[src/rtl/if_fetch_unit_pkg.sv]
// if_fetch_unit_pkg: shared word, fetch-state and fetch-entry types for the fetch front end
package if_fetch_unit_pkg;
    typedef logic [15:0] lc3b_word;
    typedef enum logic [1:0] {IDLE, REQ, DISCARD} lc3b_fetch_state;
    typedef struct packed {
        lc3b_word pc;
        lc3b_word ir;
    } lc3b_fetch_entry;
endpackage

[src/rtl/if_fetch_unit_fetch_fifo.sv]
// fetch_fifo: registered FIFO of fetched {pc, ir} entries; flush beats push
module fetch_fifo
    import if_fetch_unit_pkg::*;
#(
    parameter int DEPTH = 2,
    localparam int AW = $clog2(DEPTH),
    localparam int CW = AW + 1
) (
    input  logic            clk,
    input  logic            reset,
    input  logic            push,
    input  logic            pop,
    input  logic            flush,
    input  lc3b_fetch_entry din,
    output lc3b_fetch_entry head,
    output logic [CW-1:0]   count
);
    lc3b_fetch_entry mem_q [DEPTH];
    logic [AW-1:0]   head_q, tail_q;
    logic [CW-1:0]   count_q;
    // pointers wrap naturally because DEPTH is a power of two
    always_ff @(posedge clk) begin
        if (reset || flush) begin
            head_q  <= '0;
            tail_q  <= '0;
            count_q <= '0;
        end else begin
            if (push) tail_q <= tail_q + 1'b1;
            if (pop) head_q <= head_q + 1'b1;
            count_q <= count_q + CW'(push) - CW'(pop);
        end
    end
    // storage needs no reset; the consumer only looks at it when count is nonzero
    always_ff @(posedge clk) begin
        if (push && !flush && !reset) mem_q[tail_q] <= din;
    end
    assign head  = mem_q[head_q];
    assign count = count_q;
endmodule

[src/rtl/if_fetch_unit.sv]
// if_fetch_unit: fetch PC, imem request FSM and buffered hand-off of words to decode
module if_fetch_unit
    import if_fetch_unit_pkg::*;
#(
    parameter int          DEPTH    = 2,
    parameter logic [15:0] RESET_PC = 16'h0000
) (
    input  logic        clk,
    input  logic        reset,
    output logic        imem_read,
    output logic [15:0] imem_address,
    input  logic [15:0] imem_rdata,
    input  logic        imem_resp,
    output logic        ir_valid,
    input  logic        ir_ready,
    output logic [15:0] ir_out,
    output logic [15:0] pc_out,
    input  logic        redirect,
    input  logic [15:0] redirect_pc
);
    localparam int CW = $clog2(DEPTH) + 1;
    lc3b_fetch_state state_q, state_d;
    lc3b_word        fetch_pc_q, fetch_pc_d, discard_q, discard_d;
    lc3b_fetch_entry head, push_entry;
    logic [CW-1:0]   count, count_after;
    logic            push, pop;
    assign ir_valid     = count != '0;
    assign pop          = ir_valid && ir_ready && !redirect;
    assign push         = state_q == REQ && imem_resp && !redirect;
    assign count_after  = count + CW'(1) - CW'(pop);
    assign push_entry   = '{pc: fetch_pc_q, ir: imem_rdata};
    assign ir_out       = ir_valid ? head.ir : '0;
    assign pc_out       = ir_valid ? head.pc : '0;
    assign imem_read    = state_q != IDLE;
    assign imem_address = state_q == DISCARD ? discard_q : fetch_pc_q;
    fetch_fifo #(.DEPTH(DEPTH)) u_fifo (
        .clk   (clk),
        .reset (reset),
        .push  (push),
        .pop   (pop),
        .flush (redirect),
        .din   (push_entry),
        .head  (head),
        .count (count)
    );
    // next state, fetch PC and the address of a read that must be drained after a redirect
    always_comb begin
        state_d    = state_q;
        discard_d  = discard_q;
        fetch_pc_d = redirect ? (redirect_pc & 16'hFFFE) : push ? fetch_pc_q + 16'd2 : fetch_pc_q;
        case (state_q)
            IDLE:    if (!redirect && count < CW'(DEPTH)) state_d = REQ;
            REQ: begin
                if (redirect) begin
                    state_d   = imem_resp ? IDLE : DISCARD;
                    discard_d = fetch_pc_q;
                end else if (imem_resp) begin
                    state_d = count_after < CW'(DEPTH) ? REQ : IDLE;
                end
            end
            DISCARD: if (imem_resp) state_d = IDLE;
            default: state_d = IDLE;
        endcase
    end
    // state registers
    always_ff @(posedge clk) begin
        if (reset) begin
            state_q    <= IDLE;
            fetch_pc_q <= RESET_PC;
            discard_q  <= '0;
        end else begin
            state_q    <= state_d;
            fetch_pc_q <= fetch_pc_d;
            discard_q  <= discard_d;
        end
    end
endmodule

[config.mk]
export PLATFORM = sky130hd
export DESIGN_NAME = if_fetch_unit
export DESIGN_NICKNAME = d
export VERILOG_FILES = /design/src/rtl/if_fetch_unit_pkg.sv /design/src/rtl/if_fetch_unit_fetch_fifo.sv /design/src/rtl/if_fetch_unit.sv
export SDC_FILE = /design/constraint.sdc
export NUM_CORES = 1
export LEC_CHECK = 0
export BUFFER_PORTS_ARGS = -buffer_cell sky130_fd_sc_hd__buf_4
export CAP_MARGIN = 20
export CORE_MARGIN = 5
export CORE_UTILIZATION = 28
export DETAILED_ROUTE_END_ITERATION = 8
export SYNTH_ARGS = -nofsm -noshare
export SYNTH_HDL_FRONTEND = slang
export SYNTH_SLANG_ARGS = --single-unit
[constraint.sdc]
create_clock -name clk -period 4.05 [get_ports clk]
set_input_delay 0.405 -clock clk [delete_from_list [all_inputs] [get_ports clk]]
set_output_delay 0.405 -clock clk [all_outputs]
set_load 0.03 [all_outputs]
## Word level (Yosys, flattened, before mapping)

Memories as Yosys holds them, arrays and structs flattened. A register that Yosys moved wholly into a read port is not among the register bits.
Index checks and enable logic that the tools add are counted.

| word-level totals | value |
|---|---|
| register bits | 38 |
| memory bits (writable) | 64 |
| memories kept | 1 |

Memories:

| memory | depth | width | rd ports | clocked after memory_dff | wr ports | line | source |
|---|---|---|---|---|---|---|---|
| u_fifo.mem_q | 2 | 32 | 1 | 1 | 1 | if_fetch_unit_fetch_fifo.sv:18 | `lc3b_fetch_entry mem_q [DEPTH];` |

| cells by class | value |
|---|---|
| $add $sub $neg | 7 |
| magnitude comparators | 2 |
| eq/ne operators | 5 |
| multiplexer cells | 16 |
| reduce and logical (&&, ||, !) cells | 17 |

Operators with widths:

| operator | number |
|---|---|
| $mux W16 | 5 |
| $add A16 B2 Y16 const B | 1 |
| $mux W2 | 5 |
| $logic_and A1 B1 Y1 | 7 |
| $pmux W2 S3 | 1 |
| $reduce_bool A2 Y1 | 3 |
| $mux W1 | 5 |
| $lt A2 B2 Y1 const B | 2 |
| $ne A2 B2 Y1 const B | 2 |
| $sub A2 B1 Y2 | 2 |
| $ne A3 B3 Y1 const B | 1 |
| $reduce_and A3 Y1 | 1 |
| $add A1 B1 Y1 const B | 2 |
| $add A2 B1 Y2 | 1 |
| $add A2 B1 Y2 const B | 1 |
| $eq A2 B1 Y1 const B | 1 |
| $eq A2 B2 Y1 const B | 1 |
| $logic_not A1 Y1 | 2 |
| $logic_not A2 Y1 | 1 |
| $reduce_and A2 Y1 | 1 |
| $reduce_or A2 Y1 | 1 |
| $logic_or A1 B1 Y1 | 1 |

## Logic depth before layout (Yosys ltp)

Gate-level depths: netlist of the first run.

| depth | value |
|---|---|
| depth after elaboration | 9 |
| gate-level depth with buffers | 11 |
| depth with buffers taken out | 10 |

## Cells and area by module

Synthesis of the first run repeated with hierarchy kept, for this count alone.

| second synthesis, totals | value |
|---|---|
| cells, all modules | 371 |
| area total of the unflattened synthesis | 4639.4 um^2 |

By module, submodules not included:

| module | instances | cells each | area an instance (um^2) | seq. area each (um^2) |
|---|---|---|---|---|
| fetch_fifo | 1 | 120 | 2681.3 | 2021.9 |
| if_fetch_unit | 1 | 251 | 1958.1 | 640.6 |

## Worst setup path before layout of the first run

No wires, ideal clock.

| timing path | value |
|---|---|
| path kind | input -> register |
| from | in redirect |
| to | mem u_fifo.mem_q[0][0] in the netlist's numbering, enable pin |
| library setup time | 458 ps |
| arrival time | 2998 ps |
| data required time | 3592 ps |
| path slack | 595 ps |
| stages | 3 |
| cell sequence | or2_2 -> clkbuf_1 -> nor3_1 |

| between the ends | value |
|---|---|
| cells in the longest elaborated chain, start to end | 6 |

RTL lines:

| what | line | source |
|---|---|---|
| from (decl) | if_fetch_unit.sv:18 | `input logic redirect,` |
| $logic_not A1 Y1 (*) | if_fetch_unit_fetch_fifo.sv:35, if_fetch_unit.sv:29 |  |
| $logic_and A1 B1 Y1 | if_fetch_unit.sv:29 | `assign push = state_q == REQ && imem_resp && !redirect;` |
| $logic_and A1 B1 Y1 (*) (2 in a row) | if_fetch_unit_fetch_fifo.sv:35 | `if (push && !flush && !reset) mem_q[tail_q] <= din;` |
| $mux W1 (*) | if_fetch_unit_fetch_fifo.sv:35 |  |
| $mux W1 (implied by the code) (*) | if_fetch_unit_fetch_fifo.sv:35 |  |
| to (decl) | if_fetch_unit_fetch_fifo.sv:18 |  |

Mark *: on every way between the ends. The rest lies on a longest branch, timed or not.

==> results of run 1 <==
area by class of cell:
type,count,area [um^2],area share [%]
Clock buffer,12,258,4.82
Sequential cell,99,2600,48.7
Multi-Input combinational cell,230,1480,27.6
Inverter,10,37.5,0.702
Clock inverter,4,72.6,1.36
Timing Repair Buffer,89,668,12.5
Tap cell,184,230,4.31
logic make-up after synthesis:
kind of cell	count (synthesis)	synth area share, %
adder cells (fa/ha/maj)	4	1.19
other	1	0.0892
buffers and inverters	34	3.33
AND/OR/NAND/NOR	129	14.1
multiplexers	46	11.3
flip-flops	99	61.9
AO/OA/AOI/OAI	37	5.54
XOR/XNOR	12	2.50
power groups by stage:
stage / clock network, mW / logic (mW) / registers (mW)
floorplan: 0 / 0.0995 / 1.13
global placement: 0 / 0.158 / 1.14
detailed placement: 0 / 0.160 / 1.14
CTS: 0.960 / 0.161 / 1.12
global route: 1.00 / 0.173 / 1.13
finish: 0.928 / 0.158 / 1.12
synth_stat cells (2+ instances only):
| master | number | share of area, % |
|---|---|---|
| a2111oi_0 | 2 | 0.42 |
| a211oi_1 | 6 | 1.1 |
| a21oi_1 | 15 | 1.8 |
| a311oi_1 | 6 | 1.3 |
| buf_1 | 3 | 0.27 |
| buf_4 | 2 | 0.36 |
| clkbuf_1 | 17 | 1.5 |
| dfxtp_1 | 37 | 18 |
| edfxtp_1 | 62 | 44 |
| ha_1 | 4 | 1.2 |
| inv_1 | 10 | 0.89 |
| mux2_2 | 13 | 3.5 |
| mux2i_1 | 33 | 7.9 |
| nand2_1 | 38 | 3.4 |
| nand3_1 | 6 | 0.71 |
| nand4_1 | 3 | 0.45 |
| nor2_1 | 55 | 4.9 |
| nor2b_1 | 2 | 0.30 |
| nor3_1 | 8 | 0.95 |
| o21ai_0 | 7 | 0.83 |
| or2_2 | 2 | 0.30 |
| or3_1 | 5 | 0.74 |
| or4_1 | 2 | 0.36 |
| xnor2_1 | 8 | 1.7 |
| xor2_1 | 4 | 0.83 |
cell usage in the layout, fill, tap and decap left out, types with 7 or more instances in the layout:
cell type / netlist / routed
buf_4: 2 / 89
edfxtp_1: 62 / 62
nor2_1: 55 / 54
nand2_1: 38 / 38
dfxtp_1: 37 / 36
mux2i_1: 33 / 33
a21oi_1: 15 / 15
mux2_2: 13 / 13
inv_1: 10 / 10
clkbuf_16: 0 / 10
xnor2_1: 8 / 8
o21ai_0: 7 / 7
path summary, 6_finish.rpt:
| path | from | to | slack, ns |
|---|---|---|---|
| worst max register to register | u_fifo.count[1]$_SDFF_PP0_ | u_fifo.count[1]$_SDFF_PP0_ | 1.93 |
| worst max-delay path | flip-flop | pc_out[6] | 1.78 |
| worst min register to register | discard_q[15]$_SDFFE_PP0P_ | discard_q[15]$_SDFFE_PP0P_ | 0.46 |
| worst min-delay path | imem_rdata[0] | u_fifo.mem_q[1][0]$_DFFE_PP_ | 0.25 |
stage by stage:
stage / util, % / setup WS (ns) / std cells
after global routing: 36.5 / 1.62 / 628
final: 36.5 / 1.78 / 628
after CTS: 36.5 / 1.69 / 628
after floorplan: - / 0.595 / 363
after global placement: 34.3 / 2.02 / 612
after detailed placement: 34.3 / 1.91 / 612
registers in the layout (all words and copies together) (netlist names), named ones only:
register       count
u_fifo.mem_q      62
u_fifo.tail_q      1
fetch_pc_q        15
state_q            2
u_fifo.count       2
discard_q         15
u_fifo.head_q      1
per-layer routing:
layer  track usage, %  vias up  share of wire, %
li1                 -     1430                 -
met1             14.4     1325                48
met2             16.3       80                45
met3             3.80       10               6.2
met4             3.46        0               1.2
met5                0        -                 0
==> metrics, run 1 <==
mean post-synth cell area 11.6 um^2; Mapped Area 0.00420 mm^2; CTS HTree Levels 3; maxcap violations 0; row count 44; min Tclk post-route 2.27 ns; hold_buf cts 0; final hold vios 0; nature of the critical path endpoint output pin; worst vdd ir 0.000241 V; largest net degree at the start of global routing 33; Synth Instances 362; first-pass GRT wire length 15,000 um; Detailed Place HPWL 6350 um; synthesized flop and latch total 99; Async S/R FF share, synth 0%; # DRC 0; Setup Viol. Count Final 0; average via count per standard cell 4.53; Starting DRT DRC Count 121; Post-CTS Setup Repair Bufs 0; Clock Power Share 42.0%; WP buf/inv 1; Root Buffer clkbuf_16; Total Power 2.21 mW; Clock Skew 0.00475 ns; Worst Hold Class in -> reg; TritonCTS buffer count 9; core area 0.0146 mm^2; Antenna Nets Post-Route 0; Slew Limit Fails 0; Critical Path AT 1.86 ns; final setup TNS 0 ns; Yosys Warn Count 0; Vias 2,845; Synth cell types 37; TritonCTS clock tree yes; io pins 87; Seq/Total Area, Yosys 61.9%; fin crit share 56.0%; wire length per cell 14.7 um; vias in the first global route 2,790; Clock Pin Slew Worst Setup and Hold Paths 0.06 ns; sequential power share 50.8%; critical path cell sequence mux2i_1, nor2_1, buf_4; CP Launch Type flip-flop; Sink Count 99; placed inst area 0.00502 mm^2; hold path depth 1; status finished, final reports clean; max_slew headroom 35.0%; post_cts resized 0; clk_lat worst skew 0.34 ns; gr usage total 10.8%; Pint 1.74 mW; share of layout cells above drive strength 1 28.2%; initial antenna violation count 0; Initial Utilization 28.7%; Hold WS 0.252 ns; worst-path fanout max 31; design area 0.00535 mm^2; unrepaired setup endpoints after global routing false; Die Span X 133 um; gpl congestion 0.781; Layout fillers 1,460; Synth Flop Type edfxtp_1; combinational power share 7.2%; drt first pass iters 4; total wire length 9240 um; Worst-Margin Slew 0.976 ns; Ant. Diodes 0; Final nets 480; worst endpoint required time 3.64 ns; CP delay by family, top flip-flops; grt ovf 0; port buffer count 83; Max clock buf depth 2; crit path kind reg -> out; switching portion of total power 21.2%; power density over cell area 413 mW/mm^2; CP max stage delay 0.97 ns; static leakage 1.93 nW; timing-limited maximum frequency 0.441 GHz; R2R depth 11; Die Footprint 0.0176 mm^2; die height 133 um; sw power 0.469 mW; Synth-to-Final Area Change 27.2%; stages on the worst setup path 3; CP max stage cell dfxtp_2; EDFF count, synth 62
Power figures use the tool's default switching activity.
==> inputs of run 2 (changes only) <==
Clock period 4.05 ns to 2 ns, I/O delays scaled along.
==> metrics, run 2 (synthesized netlist as in run 1, its figures left out) <==
row count 44 (unchanged); Detailed Place HPWL 6840 um (was 6350 um); wire length per cell 15.1 um (was 14.7 um); busiest grt layer met2 (unchanged); worst-path fanout max 9 (was 31); Top reg by flops u_fifo.mem_q (unchanged); Layout fillers 1,465 (was 1,460); Clock Skew 0.00362 ns (was 0.00475 ns); commonest cells after routing, fill and taps aside buf_4 (104), edfxtp_1 (62), nor2_1 (54), nand2_1 (38), dfxtp_1 (34) (was buf_4 (89), edfxtp_1 (62), nor2_1 (54), nand2_1 (38), dfxtp_1 (36)); Critical Path AT 1.72 ns (was 1.86 ns); commonest non-fill, non-tap cell in the layout buf_4 (unchanged); CTS HTree Levels 3 (unchanged); initial antenna violation count 0 (unchanged); dpl ws 0.110 ns (was 1.91 ns); fin crit share 96.2%; max_slew headroom 56.3% (was 35.0%); Hold WS 0.0379 ns (was 0.252 ns); share of layout cells above drive strength 1 32.2% (was 28.2%); Vias 2,951 (was 2,845); crit path kind reg -> out (unchanged); Die Footprint 0.0176 mm^2 (unchanged); met3 usage 3.80% (unchanged); die height 133 um (unchanged); GR Layer Usage met1 14.6% (was 14.4%); largest registers u_fifo.mem_q: 62 flops, discard_q: 15 flops, fetch_pc_q: 15 flops (unchanged); final worst setup slack 0.0769 ns (was 1.78 ns); drt first pass iters 4 (unchanged); Slew Limit Fails 0 (unchanged); worst endpoint required time 1.80 ns (was 3.64 ns); clk_lat worst skew 0.34 ns (about the same); total wire length 9750 um (was 9240 um); nature of the critical path endpoint output pin (unchanged); multi-input logic area 0.00149 mm^2 (was 0.00148 mm^2); FF/Latch Area 0.00261 mm^2 (was 0.00260 mm^2); Setup Viol. Count Final 0 (unchanged); FF-to-FF setup slack 0.14 ns (was 1.93 ns); power density over cell area 789 mW/mm^2 (was 413 mW/mm^2); core area 0.0146 mm^2 (unchanged); Initial Utilization 28.7% (unchanged); port buffer count 83 (unchanged); grt ovf 0 (unchanged); average via count per standard cell 4.56 (was 4.53); Antenna Nets Post-Route 0 (unchanged); TritonCTS clock tree yes (unchanged); Clock Pin Slew Worst Setup and Hold Paths 0.07 ns (was 0.06 ns); gpl congestion 0.813 (was 0.781); static leakage 2.04 nW (was 1.93 nW); worst vdd ir 0.000513 V (was 0.000241 V); largest net degree at the start of global routing 32 (was 33); gr usage total 11.1% (was 10.8%); Ant. Diodes 0 (unchanged); Post-CTS Setup Repair Bufs 0 (unchanged); # DRC 0 (unchanged); timing-limited maximum frequency 0.520 GHz; io pins 87 (unchanged); Sink Count 99 (unchanged); max reg flops 62 (unchanged); vias in the first global route 2,885 (was 2,790); Worst Hold Class in -> reg (unchanged); final hold vios 0 (unchanged); min Tclk post-route 1.92 ns; Starting DRT DRC Count 164 (was 121); Max clock buf depth 2 (unchanged); TritonCTS buffer count 9 (unchanged); Root Buffer clkbuf_16 (unchanged); Synth-to-Final Area Change 31.1% (was 27.2%); Die Span X 133 um (unchanged); maxcap violations 0 (unchanged); first-pass GRT wire length 15,400 um (was 15,000 um); status finished, final reports clean (unchanged); CP Launch Type flip-flop (unchanged); Worst-Margin Slew 0.654 ns (was 0.976 ns); Final nets 499 (was 480); grt met2 use 17.2% (was 16.3%)
[run 2: final cells by class]
type / count / area share [%]
well taps: 184 / 4.18
multi-input cells: 230 / 27.1
clock buffers: 10 / 4.54
inverters: 10 / 0.681
repair buffers: 108 / 15.3
clock inverters: 6 / 0.908
flip-flops and latches: 99 / 47.3
[run 2: worst paths after layout]
kind                                                endpoint                        from  depth (start not counted)
worst min register to register    discard_q[12]$_SDFFE_PP0P_  discard_q[12]$_SDFFE_PP0P_                          2
worst max-delay path                         imem_address[4]     state_q[0]$_SDFFE_PP0P_                          5
worst max register to register   fetch_pc_q[13]$_SDFFE_PP0P_  fetch_pc_q[1]$_SDFFE_PP0P_                          5
worst min-delay path            u_fifo.mem_q[1][3]$_DFFE_PP_               imem_rdata[3]                          1
[run 2: layer usage]
metal	up-vias	wire length, um	share of wire (%)
li1	1465	-	-
met4	0	112	1.1
met3	6	633	6.5
met1	1392	4490	46
met2	88	4520	46
met5	-	0	0
[run 2: repair_timing]
item | CTS | global route
resized for setup | 0 | 4
hold buffers | 0 | 0
setup endpoints to repair | 0 | 14
[run 2: report_power, final]
group	switching [mW]	internal [mW]	total [mW]
Clock	0.780	0.940	1.72
Sequential	0.0300	2.21	2.24
Combinational	0.224	0.168	0.392
[run 2: critical path, cell delays in order (launching register included)]
cell     delay [ns]
dfxtp_1        0.33
buf_4          0.16
nor2b_2        0.16
buf_4          0.20
mux2_2         0.35
buf_4          0.17
[run 2: metrics by stage]
stage	total power [mW]	utilization [%]	instance area [um^2]	cells	setup TNS (ns)
4_1_cts	4.41	37.6	5500	646	0
3_3_place_gp	2.67	35.5	5200	630	0
5_1_grt	4.52	37.6	5510	647	-0.0174
6_report	4.35	37.6	5510	647	0
3_5_place_dp	2.68	35.5	5200	630	0
2_1_floorplan	2.49	-	4230	363	0
